**src/rtl/bp_table_sched.sv**
```systemverilog
// ---------------------------------------------------------------------------
// bp_table_sched
//
// Scheduler for a shared branch-prediction table (2^IDX_W entries). The table
// has a single access slot per cycle. Each cycle the slot does one of two
// things. It does a LOOKUP read for the fetch side, or it does a COMMIT. A
// COMMIT writes the oldest buffered resolve-side outcome into the table.
//
// Resolve-side outcomes are queued in a UQ_DEPTH-entry FIFO. Lookups see
// pending outcomes through forwarding: the newest matching entry wins. The
// block counts mispredictions at commit time in a saturating counter.
//
// Arbiter: in NORMAL, lookups take priority and commits use the idle
// slots. When the FIFO fills, the arbiter enters DRAIN. In DRAIN,
// lookups are blocked and a commit happens every cycle. The arbiter
// returns to NORMAL once occupancy has fallen to UQ_DEPTH/2.
//
// Handshakes: a transfer happens on a channel in any cycle where both valid
// and ready are high at the rising clock edge. Ready never depends on
// valid, because both ready outputs come straight from registers.
//
// Optional build macro: BP_SAT2_EN
//   defined   - each entry is a 2-bit saturating counter (reset 01).
//               The prediction is the counter's MSB.
//   undefined - each entry is a single last-outcome bit (reset 0).
//
// Ports
//   clk          in   rising-edge clock
//   reset        in   asynchronous active-low reset
//   lk_valid     in   lookup request
//   lk_ready     out  lookup slot available (low while draining)
//   lk_branch    in   lookup index
//   pred_valid   out  one-cycle pulse, prediction result valid
//   pred_out     out  predicted outcome (1 = taken)
//   pred_branch  out  index the prediction belongs to
//   up_valid     in   resolved-outcome update request
//   up_ready     out  update FIFO has room
//   up_branch    in   update index
//   up_taken     in   actual outcome
//   clear_stats  in   synchronous clear of mismatch (wins over increment)
//   mismatch     out  saturating count of committed mispredictions
//   uq_full      out  update FIFO full (registered)
//   uq_empty     out  update FIFO empty (registered)
// ---------------------------------------------------------------------------
module bp_table_sched #(
    parameter int IDX_W    = 4,
    parameter int UQ_DEPTH = 4,
    parameter int CNT_W    = 16
) (
    input  logic             clk,
    input  logic             reset,
    input  logic             lk_valid,
    output logic             lk_ready,
    input  logic [IDX_W-1:0] lk_branch,
    output logic             pred_valid,
    output logic             pred_out,
    output logic [IDX_W-1:0] pred_branch,
    input  logic             up_valid,
    output logic             up_ready,
    input  logic [IDX_W-1:0] up_branch,
    input  logic             up_taken,
    input  logic             clear_stats,
    output logic [CNT_W-1:0] mismatch,
    output logic             uq_full,
    output logic             uq_empty
);

    localparam int DEPTH = 1 << IDX_W;
    localparam int PW    = (UQ_DEPTH > 1) ? $clog2(UQ_DEPTH) : 1;
    localparam int CW    = PW + 1;
    localparam logic [CW-1:0] FULL_CNT = CW'(UQ_DEPTH);
    localparam logic [CW-1:0] HALF_CNT = CW'(UQ_DEPTH / 2);
    localparam logic [CNT_W-1:0] CNT_MAX = '1;

`ifdef BP_SAT2_EN
    localparam int ENT_W = 2;
    localparam logic [ENT_W-1:0] ENT_RST = 2'b01;
`else
    localparam int ENT_W = 1;
    localparam logic [ENT_W-1:0] ENT_RST = 1'b0;
`endif

    typedef enum logic {
        ARB_NORMAL = 1'b0,
        ARB_DRAIN  = 1'b1
    } arb_state_t;

    arb_state_t state;

    // Prediction table and update FIFO storage
    logic [ENT_W-1:0] tbl      [DEPTH];
    logic [IDX_W-1:0] q_branch [UQ_DEPTH];
    logic             q_taken  [UQ_DEPTH];
    logic [PW-1:0]    wr_ptr;
    logic [PW-1:0]    rd_ptr;
    logic [CW-1:0]    count;

    // Slot decisions for this cycle
    logic          do_lookup;
    logic          do_commit;
    logic          push;
    logic [CW-1:0] count_next;

    // lk_ready is low exactly when the arbiter is in DRAIN. That makes it
    // both the lookup handshake and the drain indicator.
    assign up_ready   = ~uq_full;
    assign do_lookup  = lk_valid & lk_ready;
    assign do_commit  = ~uq_empty & (~lk_ready | ~lk_valid);
    assign push       = up_valid & up_ready;
    assign count_next = count + CW'(push) - CW'(do_commit);

    // Forwarding: scan valid entries oldest to newest, so the last hit is the
    // newest. This cycle's push is not in storage yet, so it is not visible.
    logic fwd_hit;
    logic fwd_taken;
    logic [PW-1:0] fwd_slot;

    always_comb begin
        fwd_hit   = 1'b0;
        fwd_taken = 1'b0;
        fwd_slot  = '0;
        for (int i = 0; i < UQ_DEPTH; i++) begin
            fwd_slot = rd_ptr + PW'(i);
            if ((CW'(i) < count) && (q_branch[fwd_slot] == lk_branch)) begin
                fwd_hit   = 1'b1;
                fwd_taken = q_taken[fwd_slot];
            end
        end
    end

    logic lookup_bit;
    assign lookup_bit = fwd_hit ? fwd_taken : tbl[lk_branch][ENT_W-1];

    // Commit of the FIFO head
    logic [IDX_W-1:0] head_branch;
    logic             head_taken;
    logic [ENT_W-1:0] head_entry;
    logic [ENT_W-1:0] new_entry;
    logic             commit_miss;

    assign head_branch = q_branch[rd_ptr];
    assign head_taken  = q_taken[rd_ptr];
    assign head_entry  = tbl[head_branch];
    assign commit_miss = head_entry[ENT_W-1] != head_taken;

`ifdef BP_SAT2_EN
    always_comb begin
        new_entry = head_entry;
        if (head_taken) begin
            if (head_entry != 2'b11) new_entry = head_entry + 2'b01;
        end else begin
            if (head_entry != 2'b00) new_entry = head_entry - 2'b01;
        end
    end
`else
    assign new_entry = head_taken;
`endif

    // Arbiter FSM. lk_ready is registered alongside the state.
    always_ff @(posedge clk or negedge reset) begin
        if (!reset) begin
            state    <= ARB_NORMAL;
            lk_ready <= 1'b1;
        end else begin
            case (state)
                ARB_NORMAL: begin
                    if (count_next == FULL_CNT) begin
                        state    <= ARB_DRAIN;
                        lk_ready <= 1'b0;
                    end
                end
                ARB_DRAIN: begin
                    if (count_next <= HALF_CNT) begin
                        state    <= ARB_NORMAL;
                        lk_ready <= 1'b1;
                    end
                end
                default: begin
                    state    <= ARB_NORMAL;
                    lk_ready <= 1'b1;
                end
            endcase
        end
    end

    // Update FIFO
    always_ff @(posedge clk or negedge reset) begin
        if (!reset) begin
            wr_ptr   <= '0;
            rd_ptr   <= '0;
            count    <= '0;
            uq_full  <= 1'b0;
            uq_empty <= 1'b1;
            for (int i = 0; i < UQ_DEPTH; i++) begin
                q_branch[i] <= '0;
                q_taken[i]  <= 1'b0;
            end
        end else begin
            if (push) begin
                q_branch[wr_ptr] <= up_branch;
                q_taken[wr_ptr]  <= up_taken;
                wr_ptr           <= wr_ptr + PW'(1);
            end
            if (do_commit) begin
                rd_ptr <= rd_ptr + PW'(1);
            end
            count    <= count_next;
            uq_full  <= (count_next == FULL_CNT);
            uq_empty <= (count_next == '0);
        end
    end

    // Prediction table
    always_ff @(posedge clk or negedge reset) begin
        if (!reset) begin
            for (int i = 0; i < DEPTH; i++) begin
                tbl[i] <= ENT_RST;
            end
        end else if (do_commit) begin
            tbl[head_branch] <= new_entry;
        end
    end

    // Lookup result, one cycle after acceptance
    always_ff @(posedge clk or negedge reset) begin
        if (!reset) begin
            pred_valid  <= 1'b0;
            pred_out    <= 1'b0;
            pred_branch <= '0;
        end else begin
            pred_valid <= do_lookup;
            if (do_lookup) begin
                pred_out    <= lookup_bit;
                pred_branch <= lk_branch;
            end
        end
    end

    // Mismatch statistics; a clear drops a same-cycle increment
    always_ff @(posedge clk or negedge reset) begin
        if (!reset) begin
            mismatch <= '0;
        end else if (clear_stats) begin
            mismatch <= '0;
        end else if (do_commit && commit_miss && (mismatch != CNT_MAX)) begin
            mismatch <= mismatch + CNT_W'(1);
        end
    end

endmodule

```
**config.mk**
```make
export PLATFORM = sky130hd
export DESIGN_NAME = bp_table_sched
export DESIGN_NICKNAME = d
export VERILOG_FILES = /design/src/rtl/bp_table_sched.sv
export SDC_FILE = /design/constraint.sdc
export NUM_CORES = 1
export LEC_CHECK = 0
export ABC_AREA = 0
export BUFFER_PORTS_ARGS = -buffer_cell sky130_fd_sc_hd__buf_4
export CORE_MARGIN = 8
export CORE_UTILIZATION = 54
export CTS_CLUSTER_DIAMETER = 40
export DETAILED_ROUTE_END_ITERATION = 8
export GPL_TIMING_DRIVEN = 0
export PLACE_DENSITY = 0.84
export SLEW_MARGIN = 20
export SYNTH_ARGS = -nofsm -noshare
export SYNTH_HDL_FRONTEND = slang
export SYNTH_SLANG_ARGS = --single-unit
```
**constraint.sdc**
```tcl
create_clock -name clk -period 3.01 [get_ports clk]
set_clock_uncertainty 0.2 [all_clocks]
set_input_delay 0.602 -clock clk [delete_from_list [all_inputs] [get_ports clk]]
set_output_delay 0.602 -clock clk [all_outputs]
set_load 0.01 [all_outputs]
```
==> results by group, run 1 <==
Run status
  – Status: completed

Drt
  – DRC: 0
  – Total detailed-routing wirelength: roughly 9800 um
  – Drt pass-1 iters: 4
  – Antenna Nets Post-Route: 0
  – Avg WL per Cell: around 18 um
  – Violation count after the first detailed-routing iteration: 239
  – Vias per inst: 5.87
  – DR vias: 3153

Clock tree
  – Longest Clk Path Bufs: 2
  – CTS tree: done
  – Worst-path clk slew: 0.08 ns
  – Inserted Clock Buffers: 9
  – CTS sink cnt: 69
  – Clk_lat worst skew: 0.36 ns
  – CTS Root Cell: clkbuf_8
  – H-tree Lvls: 3

STA
  – Pins Over Slew Limit: 0
  – Final min period: about 3.0 ns
  – RSZ-0062 raised after global routing: true
  – Final WS setup: 0.00693 ns
  – Worst-Margin Slew: 0.848 ns
  – Post-route clock period utilization: 0.998
  – Slew margin rel.: 0.435
  – Hold Fails Final Rpt: 0
  – Setup violators final: 0
  – Hold slack: 0.166 ns
  – Max Clk Rate: roughly 330 MHz

Worst setup path
  – R2r setup slk: 0.007 ns
  – Worst reg2reg startpoint: rd_ptr[1]
  – Critical-path top delay cell: dfrtp_1
  – Crit-path max cell delay: 0.42 ns
  – CP startpoint: rd_ptr[1]
  – Critical Path End: mismatch[12]
  – Buf+Inv Stages, Crit Path: 3
  – Crit-path cells: buf_4 > mux4_2 > buf_6 > nor2b_4 > a22oi_2 > and3b_2 > o21ai_4 > buf_6 > a211oi_4 > mux2_4
  – Reg2Reg Depth: 10
  – Stages on worst setup path: 10
  – CP top delay family: multiplexers
  – CP most frequent cell: buf_6
  – Setup crit end kind: flip-flop
  – Critical path startpoint category: flip-flop
  – Max FO, Critical Path: 10
  – Reg-to-reg endpoint: mismatch[12]
  – WP data required: 3.05 ns
  – Crit path DAT: approximately 3.0 ns
  – WS Path Type: reg -> reg

Yosys
  – Netlist cell types: 44
  – Syn Area/Cell: 11.9 um2
  – Count leader, synth: dfrtp_1
  – EDFF count, synth: 0
  – Synth top area cells: dfrtp_1 38%, mux4_2 13%, mux2_2 12%
  – Seq/Total Area, Yosys: 0.395
  – Area leader, netlist: dfrtp_1
  – Async set-or-reset flop fraction in the synthesized netlist: 1.00
  – Commonest cells in the synthesized netlist: 67 x dfrtp_1, 46 x mux2_2, 34 x nor2_1, 25 x mux4_2, 20 x nand2_1
  – Synth Cell Area: 0.00438 mm2
  – Synth Register Bits: 69
  – Synthesized net count: 393
  – Most used DFF post-synth: dfrtp_1
  – Area share of the leading cell type in the synthesized netlist: 0.383
  – Cells after Synth: around 370
  – Synth Warn #: 0

Floorplan
  – Top Ports: 40
  – Die H: around 110 um
  – Die footprint: 0.0112 mm2
  – Cell Rows: 33
  – Die Wd: 106 um
  – Core Box Area: roughly 0.0081 mm2
  – Starting Density: 0.543

Global route
  – Number of global-route vias before repair: 3089
  – Largest net degree at the start of global routing: 70
  – Total GRT Usage: 0.169
  – Grt total ovfl: 0
  – First-pass GRT wire length: about 15000 um
  – GR met3 Demand/Resource: 0.0442
  – Grt peak-use layer: met2
  – Initial antenna violation count: 0
  – Grt met1 use: 0.213
  – Met2 Usage GRT: 0.273

Placed design
  – Routability congestion estimate: 0.875
  – Hpwl dp: 6800 um
  – Post-Place Worst Slack: -0.341 ns
  – Port Buffers: 35
  – Area post-placement: between 0.004 and 0.005 mm2

Final layout
  – Fraction of layout cells with a size suffix above 1: 0.407
  – # fillers: 560
  – Final nets: 451
  – Antenna fix cells: 0
  – Area grow syn2layout: 18.8%
  – Non-Filler Cell Area, Final: between 0.005 and 0.006 mm2

Pwr
  – Worst VDD drop: 0.538 mV
  – Leak: 2.21 nW
  – Pwr Density: between 1000 and 1500 mW/mm2
  – Post-layout total power: 6.69 mW

Worst hold path
  – Worst hold path class: in -> async

Flow run
  – MaxCap Viol Count: 0
[layout by cell type (no fill, tap or decap), drive strengths merged, types with 9 or more instances in the layout]
cell type / n
xnor2: 16
ha: 9
nand2: 20
nor2: 34
buf: 55
mux4: 25
mux2i: 10
mux2: 55
dfrtp: 67
inv: 18
nor2b: 17
clkbuf: 22
a211oi: 14
[cell families (layout without fill, tap and decap cells)]
logic type | after synthesis | count (layout) | share of synthesized area
simple gates | 106 | 106 | 0.120
mux | 90 | 90 | 0.301
flops | 69 | 69 | 0.395
buf+inv | 38 | 101 | 0.0420
compound gates | 36 | 36 | 0.0721
xor+xnor | 20 | 20 | 0.0400
fa+ha+maj | 10 | 10 | 0.0303
[area by class of cell]
class	count	area (um2)	share of cell area
buffer	21	130	0.0250
clock buffer	9	124	0.0238
clock inverter	7	98.8	0.0190
inverter	17	63.8	0.0123
multi-input combinational	262	2540	0.489
sequential	69	1730	0.333
tap	105	131	0.0253
timing repair buffer	47	382	0.0734
[through the flow]
step | TNS [ns] | std cells | utilization
global placement | -0.685 | 509 | 0.592
global route | -0.773 | 537 | 0.646
finish | 0 | 537 | 0.646
CTS | -0.00336 | 526 | 0.622
detailed placement | -1.32 | 509 | 0.592
floorplan | 0 | 369 | -
[layer usage]
layer  up-vias  share of wire  wire, um
met2       105           0.51      4950
li1       1442              -         -
met5         -              0         0
met3        14          0.063       617
met4         0          0.016       156
met1      1592           0.42      4070
[sequential cells by signal, summed over array words and instances, names as in the netlist, 2 cells and up]
register and flops:
q_branch 16, pred_branch 4, q_taken 4, tbl 16, mismatch 16, count 3, rd_ptr 2, wr_ptr 2
[what timing repair did]
action	4_1_cts	5_1_grt
endpoints found under the setup margin	11	17
buffers inserted	1	9
gates resized for setup	4	21
hold buffers	0	0
gates cloned	0	2
pin swaps	0	6
[power breakdown]
group          internal (mW)  total [mW]  switching, mW
clock                  0.470       0.846          0.375
combinational           2.15        4.20           2.04
sequential              1.30        1.64          0.342
[worst min-delay path by stage]
stage                         to  slack, ns  cells past startpoint
floorplan               count[0]       0.11                      0
global placement        lk_ready       0.28                      2
detailed placement      lk_ready       0.28                      2
CTS                 mismatch[11]       0.19                      1
global route          q_taken[0]       0.23                      1
finish                q_taken[2]       0.17                      1
[worst reg2reg max path, delay by kind of cell (launching register included)]
kind,cells,cell delay (ns)
AND/OR/NAND/NOR,2,0.39
flip-flops,1,0.42
buffers and inverters,3,0.60
AO/OA/AOI/OAI,3,0.60
multiplexers,2,0.70
Power figures use the tool's default switching activity.
==> run 2, diff against run 1 <==
--- a/config.mk
+++ b/config.mk
@@ -8,11 +8,11 @@
 export ABC_AREA = 0
 export BUFFER_PORTS_ARGS = -buffer_cell sky130_fd_sc_hd__buf_4
 export CORE_MARGIN = 8
-export CORE_UTILIZATION = 54
+export CORE_UTILIZATION = 44
 export CTS_CLUSTER_DIAMETER = 40
 export DETAILED_ROUTE_END_ITERATION = 8
 export GPL_TIMING_DRIVEN = 0
-export PLACE_DENSITY = 0.84
+export PLACE_DENSITY = 0.72
 export SLEW_MARGIN = 20
 export SYNTH_ARGS = -nofsm -noshare
 export SYNTH_HDL_FRONTEND = slang
==> run 2 against run 1 <==
Net effect:
- the run now ends with setup timing left
- fmax shrank 0.98%
- register-to-register slack got worse by 0.03 ns
- via count down 1.6%
- core utilization is 10 points lower
- design area up 1.5%
- clock power grew 11%
- sequential power hardly changed
- worst hold slack lost 0.012 ns
- largest power group unchanged
==> results by group, run 2 (synthesized netlist as in run 1, its figures left out) <==
Global route
  – Grt total ovfl: 0 (unchanged)
  – Number of global-route vias before repair: 3176 (+2.8%)
  – Initial antenna violation count: 0 (unchanged)
  – First-pass GRT wire length: 16200 um (+5.1%)
  – Largest net degree at the start of global routing: 70 (unchanged)
  – Total GRT Usage: 0.154 (-0.0148)

Placed design
  – Dpl cells: 537 (+5.5%)
  – Routability congestion estimate: 0.833 (-4.8%)
  – Post-Place Worst Slack: -0.390 ns (-0.0483 ns)
  – Area post-placement: 0.00480 mm2 (+0.73%)
  – Hpwl dp: 6820 um (+0.30%)
  – Port Buffers: 35 (unchanged)

Floorplan
  – Cell Rows: 36 (+9.1%)
  – Core Box Area: 0.00973 mm2 (+21%)
  – Die H: 116 um (+9.2%)
  – Starting Density: 0.450 (-0.0937)
  – Die Wd: 116 um (+9.2%)
  – Top Ports: 40 (unchanged)
  – Die footprint: 0.0134 mm2 (+19%)

Run status
  – Failing checks: setup timing
  – Status: finished, violations left

Final layout
  – Fraction of layout cells with a size suffix above 1: 0.407 (unchanged)
  – Finished Layout Cells: 565 (+5.2%)
  – Regs by FF count: mismatch (16), q_branch (16), tbl (16)
  – Non-Filler Cell Area, Final: 0.00528 mm2 (+1.5%)
  – Area grow syn2layout: 20.6%
  – Most frequent cells in the layout: 67 x dfrtp_1, 46 x buf_4, 46 x mux2_2, 34 x nor2_1, 25 x mux4_2
  – Commonest non-fill, non-tap cell in the layout: dfrtp_1
  – Final nets: 451 (unchanged)
  – Antenna fix cells: 0 (unchanged)

Worst setup path
  – Max FO, Critical Path: 8 (-2)
  – Crit-path cells: buf_6 > mux4_2 > buf_4 > nor2b_1 > a22o_1 > o21a_1 > o21ai_4 > buf_8 > a211oi_4 > mux2_4
  – Crit-path max cell delay: 0.59 ns (+0.17 ns)
  – Reg-to-reg endpoint: mismatch[13]
  – Reg2Reg Depth: 10 (unchanged)
  – Setup crit end kind: flip-flop
  – Critical path startpoint category: flip-flop
  – Buf+Inv Stages, Crit Path: 3 (unchanged)
  – WS Path Type: reg -> reg
  – Crit path DAT: 3.07 ns (+0.03 ns)
  – Critical-path top delay cell: mux4_2
  – Worst reg2reg startpoint: rd_ptr[0]
  – WP data required: 3.05 ns (about the same)
  – CP top delay family: multiplexers
  – R2r setup slk: -0.02 ns (-0.03 ns)

STA
  – Setup violators final: 6 (+6)
  – Post-route clock period utilization: 1.01 (+0.00983)
  – Final min period: 3.03 ns (+0.0296 ns)
  – Worst-Margin Slew: 0.865 ns (+0.0166 ns)
  – Final WS setup: -0.0227 ns (-0.0296 ns)
  – Hold Fails Final Rpt: 0 (unchanged)
  – RSZ-0062 raised after global routing: true
  – Max Clk Rate: 330 MHz (-0.98%)
  – Setup TNS: -0.0635 ns (-0.0635 ns)
  – Pins Over Slew Limit: 0 (unchanged)
  – Slew margin rel.: 0.424 (-0.0111)
  – Hold slack: 0.154 ns (-0.0120 ns)

Pwr
  – Leak: 2.22 nW (+0.54%)
  – Pwr Density: 1300 mW/mm2 (+0.88%)
  – Worst VDD drop: 0.668 mV (+24%)

Drt
  – Avg WL per Cell: 17.3 um (-5.2%)
  – DR vias: 3102 (-1.6%)
  – Antenna Nets Post-Route: 0 (unchanged)
  – Violation count after the first detailed-routing iteration: 156 (-35%)
  – Vias per inst: 5.49 (-6.5%)
  – Drt pass-1 iters: 4 (unchanged)
  – DRC: 0 (unchanged)
  – Total detailed-routing wirelength: 9760 um (-0.26%)

Clock tree
  – CTS Root Cell: clkbuf_8
  – CTS tree: done
  – Worst-path clk slew: 0.07 ns (about the same)
  – CTS sink cnt: 69 (unchanged)
  – CTS Hold Bufs: 0 (unchanged)
  – Inserted Clock Buffers: 9 (unchanged)
  – H-tree Lvls: 3 (unchanged)
  – Longest Clk Path Bufs: 2 (unchanged)
  – Clk_lat worst skew: 0.36 ns (about the same)

Worst hold path
  – Worst hold path class: in -> async

Flow run
  – MaxCap Viol Count: 0 (unchanged)
==> run 2: cell count changes in the layout (fill, tap and decap cells not counted), moves of 2 or more <==
cell,change
buf_8,+2
buf_6,-3
a211oi_4,+2
a211oi_2,-2
==> run 2: area by class of cell <==
| class | instances | area, um2 |
|---|---|---|
| Clock buffer | 9 | 124 |
| Multi-Input combinational cell | 262 | 2560 |
| Buffer | 21 | 139 |
| Timing Repair Buffer | 47 | 378 |
| Fill cell | 846 | 4450 |
| Sequential cell | 69 | 1730 |
| Tap cell | 133 | 166 |
| Clock inverter | 7 | 123 |
| Inverter | 17 | 63.8 |
==> run 2: worst reg2reg max path, stage by stage (launching register included) <==
cell and delay [ns]:
dfrtp_1 0.35, buf_6 0.12, mux4_2 0.59, buf_4 0.18
nor2b_1 0.18, a22o_1 0.24, o21a_1 0.18, o21ai_4 0.11
buf_8 0.17, a211oi_4 0.26, mux2_4 0.32
==> run 2: metrics by stage <==
stage                     utilization  power (mW)
after floorplan                     -        4.36
after global placement          0.494        5.02
after detailed placement        0.494        5.14
after CTS                       0.525        6.28
after global routing            0.543        7.30
final                           0.543        6.85
==> run 2: report_power, final <==
group	internal, mW	switching [mW]
Clock	0.554	0.384
Combinational	2.18	2.09
Sequential	1.30	0.334
Total	4.04	2.81
==> run 2: repair_timing <==
action,4_1_cts,5_1_grt
endpoints found under the setup margin,13,16
buffers inserted,2,8
gates cloned,1,1
endpoints found under the hold margin,0,0
pin swaps,4,9
resized for setup,9,19
==> run 2: how the worst max path moves through the flow <==
| stage | from | to | depth (start not counted) |
|---|---|---|---|
| 6_report | rd_ptr[0] | mismatch[13] | 10 |
| 3_3_place_gp | lk_valid | lk_ready | 14 |
| 5_1_grt | rd_ptr[0] | mismatch[13] | 10 |
| 2_1_floorplan | lk_valid | lk_ready | 13 |
| 4_1_cts | rd_ptr[0] | mismatch[5] | 10 |
| 3_5_place_dp | lk_valid | lk_ready | 14 |
==> run 2: layer usage <==
layer	GRT usage	routed length, um	vias up
li1	-	-	1447
met1	0.193	4130	1581
met2	0.252	5100	58
met3	0.0349	342	16
met4	0.0614	192	0
met5	0	0	-
==> run 3, diff against run 2 <==
--- a/config.mk
+++ b/config.mk
@@ -7,7 +7,7 @@
 export LEC_CHECK = 0
 export ABC_AREA = 0
 export BUFFER_PORTS_ARGS = -buffer_cell sky130_fd_sc_hd__buf_4
-export CORE_MARGIN = 8
+export CORE_MARGIN = 10
 export CORE_UTILIZATION = 44
 export CTS_CLUSTER_DIAMETER = 40
 export DETAILED_ROUTE_END_ITERATION = 8
==> constraint.sdc (replaced) <==
create_clock -name clk -period 3.01 [get_ports clk]
set_clock_uncertainty 0.2 [all_clocks]
set_input_delay 0.1505 -clock clk [delete_from_list [all_inputs] [get_ports clk]]
set_output_delay 0.1505 -clock clk [all_outputs]
set_load 0.01 [all_outputs]
==> run 3 against run 2 <==
Net effect:
- the run still ends with setup timing left
- non-clock buffer count rose by 6
- routed wire length rose by 1.6%
- critical path type unchanged
- worst hold slack got worse by 0.021 ns
- die area rose by 7.0%
==> results by group, run 3 (synthesized netlist as in run 1, its figures left out) <==
Run status
  – Status: finished, violations left
  – Failing checks: setup timing

STA
  – Max Clk Rate: 327 MHz (-0.70%)
  – Setup TNS: -0.120 ns (-0.0564 ns)
  – Final min period: 3.05 ns (+0.0214 ns)
  – Hold Fails Final Rpt: 0 (unchanged)
  – Setup violators final: 6 (unchanged)
  – Hold slack: 0.133 ns (-0.0212 ns)
  – Worst-Margin Slew: 0.871 ns (+0.00679 ns)
  – Post-route clock period utilization: 1.01 (+0.00712)
  – Slew margin rel.: 0.419 (-0.00453)
  – Pins Over Slew Limit: 0 (unchanged)
  – RSZ-0062 raised after global routing: true
  – Final WS setup: -0.0441 ns (-0.0214 ns)

Drt
  – Drt pass-1 iters: 4 (unchanged)
  – DR vias: 3142 (+1.3%)
  – Antenna Nets Post-Route: 0 (unchanged)
  – Total detailed-routing wirelength: 9920 um (+1.6%)
  – Avg WL per Cell: 17.4 um (+0.51%)
  – DRC: 0 (unchanged)
  – Vias per inst: 5.50 (+0.23%)
  – Violation count after the first detailed-routing iteration: 162 (+3.8%)

Clock tree
  – Worst-path clk slew: 0.08 ns (about the same)
  – Inserted Clock Buffers: 9 (unchanged)
  – CTS sink cnt: 69 (unchanged)
  – CTS tree: done
  – Clk_lat worst skew: 0.36 ns (about the same)
  – H-tree Lvls: 3 (unchanged)
  – CTS Root Cell: clkbuf_8
  – Longest Clk Path Bufs: 2 (unchanged)

Worst setup path
  – CP top delay family: multiplexers
  – Critical path startpoint category: flip-flop
  – WP data required: 3.04 ns (about the same)
  – Buf+Inv Stages, Crit Path: 3 (unchanged)
  – Setup crit end kind: flip-flop
  – Crit-path cells: buf_6 > mux4_2 > buf_6 > mux2i_1 > a22o_1 > nor3_4 > o21ai_4 > buf_12 > a211oi_4 > mux2_4
  – Crit-path max cell delay: 0.57 ns (-0.02 ns)
  – Reg2Reg Depth: 10 (unchanged)
  – CP most frequent cell: buf_6
  – Crit path DAT: 3.09 ns (+0.02 ns)
  – WS Path Type: reg -> reg
  – Stages on worst setup path: 10 (unchanged)
  – Max FO, Critical Path: 10 (+2)
  – Critical-path top delay cell: mux4_2

Final layout
  – # fillers: 855 (+1.1%)
  – Antenna fix cells: 0 (unchanged)
  – Regs by FF count: mismatch (16), q_branch (16), tbl (16)
  – Final nets: 457 (+1.3%)
  – Flip-flop and latch area: 0.00173 mm2 (unchanged)
  – Commonest non-fill, non-tap cell in the layout: dfrtp_1
  – Fraction of layout cells with a size suffix above 1: 0.402 (-0.00558)
  – Area grow syn2layout: 21.9%
  – Most frequent cells in the layout: 67 x dfrtp_1, 45 x mux2_2, 44 x buf_4, 34 x nor2_1, 25 x mux4_2
  – Fin util: 0.548 (+0.00566)
  – Area taken by multi-input logic gates: 0.00257 mm2 (+0.59%)

Placed design
  – Port Buffers: 35 (unchanged)
  – Routability congestion estimate: 0.816 (-2.0%)
  – Hpwl dp: 6950 um (+1.9%)

Worst hold path
  – Hold Path Depth: 4
  – Worst hold path class: in -> reg

Pwr
  – Leak: 2.24 nW (+0.81%)
  – Pwr Density: 1260 mW/mm2 (-2.8%)
  – Worst VDD drop: 0.594 mV (-11%)

Floorplan
  – Top Ports: 40 (unchanged)
  – Die H: 120 um (+3.5%)
  – Die footprint: 0.0143 mm2 (+7.0%)
  – Starting Density: 0.450 (unchanged)
  – Core Box Area: 0.00973 mm2 (unchanged)
  – Die Wd: 120 um (+3.5%)
  – Cell Rows: 36 (unchanged)

Global route
  – Initial antenna violation count: 0 (unchanged)
  – First-pass GRT wire length: 16300 um (+0.68%)
  – Largest net degree at the start of global routing: 70 (unchanged)
  – Total GRT Usage: 0.139 (-0.0152)
  – Grt total ovfl: 0 (unchanged)
  – Number of global-route vias before repair: 3266 (+2.8%)

Flow run
  – MaxCap Viol Count: 0 (unchanged)
run 3: changes by cell type in the layout (fill, tap and decap cells not counted), sizes merged:
cell | previous run | this run
clkinvlp | 2 | 0
bufinv | 3 | 2
dlygate4sd3 | 0 | 8
clkinv | 1 | 3
buf | 55 | 54
inv | 18 | 19
clkbuf | 22 | 21
run 3: cell type report:
cell class / count / area share
Timing Repair Buffer: 53 / 0.0830
Clock inverter: 7 / 0.0181
Inverter: 17 / 0.0120
Buffer: 21 / 0.0263
Sequential cell: 69 / 0.324
Multi-Input combinational cell: 262 / 0.482
Clock buffer: 9 / 0.0232
Tap cell: 133 / 0.0312
run 3: worst register-to-register path: stages (launching register included):
cell and delay (ns):
dfrtp_1 0.34, buf_6 0.12, mux4_2 0.57, buf_6 0.18
mux2i_1 0.13, a22o_1 0.24, nor3_4 0.26, o21ai_4 0.15
buf_12 0.17, a211oi_4 0.25, mux2_4 0.32
run 3: power by group:
group / leakage (nW) / switching, mW / internal [mW]
clock: 0.114 / 0.383 / 0.471
combinational: 1.26 / 2.09 / 2.15
sequential: 0.861 / 0.330 / 1.30
total: 2.24 / 2.80 / 3.92
run 3: repair_timing:
| action | 4_1_cts | 5_1_grt |
|---|---|---|
| pin swaps | 1 | 7 |
| gates resized for setup | 6 | 26 |
| endpoints found under the hold margin | 89 | 0 |
| hold buffers | 8 | 0 |
| cloned | 0 | 2 |
| endpoints found under the setup margin | 14 | 16 |
| setup buffers | 1 | 7 |
run 3: metrics by stage:
step	setup WS [ns]	instance area, um2	std cells	power [mW]
4_1_cts	-0.0139	5130	562	6.07
5_1_grt	-0.136	5330	571	7.18
6_report	-0.0441	5330	571	6.73
3_5_place_dp	-0.295	4800	537	5.15
2_1_floorplan	0.199	4380	369	4.36
3_3_place_gp	-0.236	4800	537	5.02
run 3: routing by layer:
metal | wire (um) | track usage
met2 | 5230 | 0.236
met5 | 0 | 0
met4 | 142 | 0.0452
met1 | 4130 | 0.170
met3 | 426 | 0.0323
run 3: path summary, 6_finish.rpt:
kind / from / to / slack, ns
setup / recovery: rd_ptr[0] / mismatch[13] / -0.04
hold / removal: up_valid / wr_ptr[0] / 0.13
setup reg to reg: rd_ptr[0] / mismatch[13] / -0.04
hold reg to reg: state / lk_ready / 0.30
max in group asynchronous: reset / mismatch[0] / 1.77
min in group asynchronous: reset / uq_full / 0.25
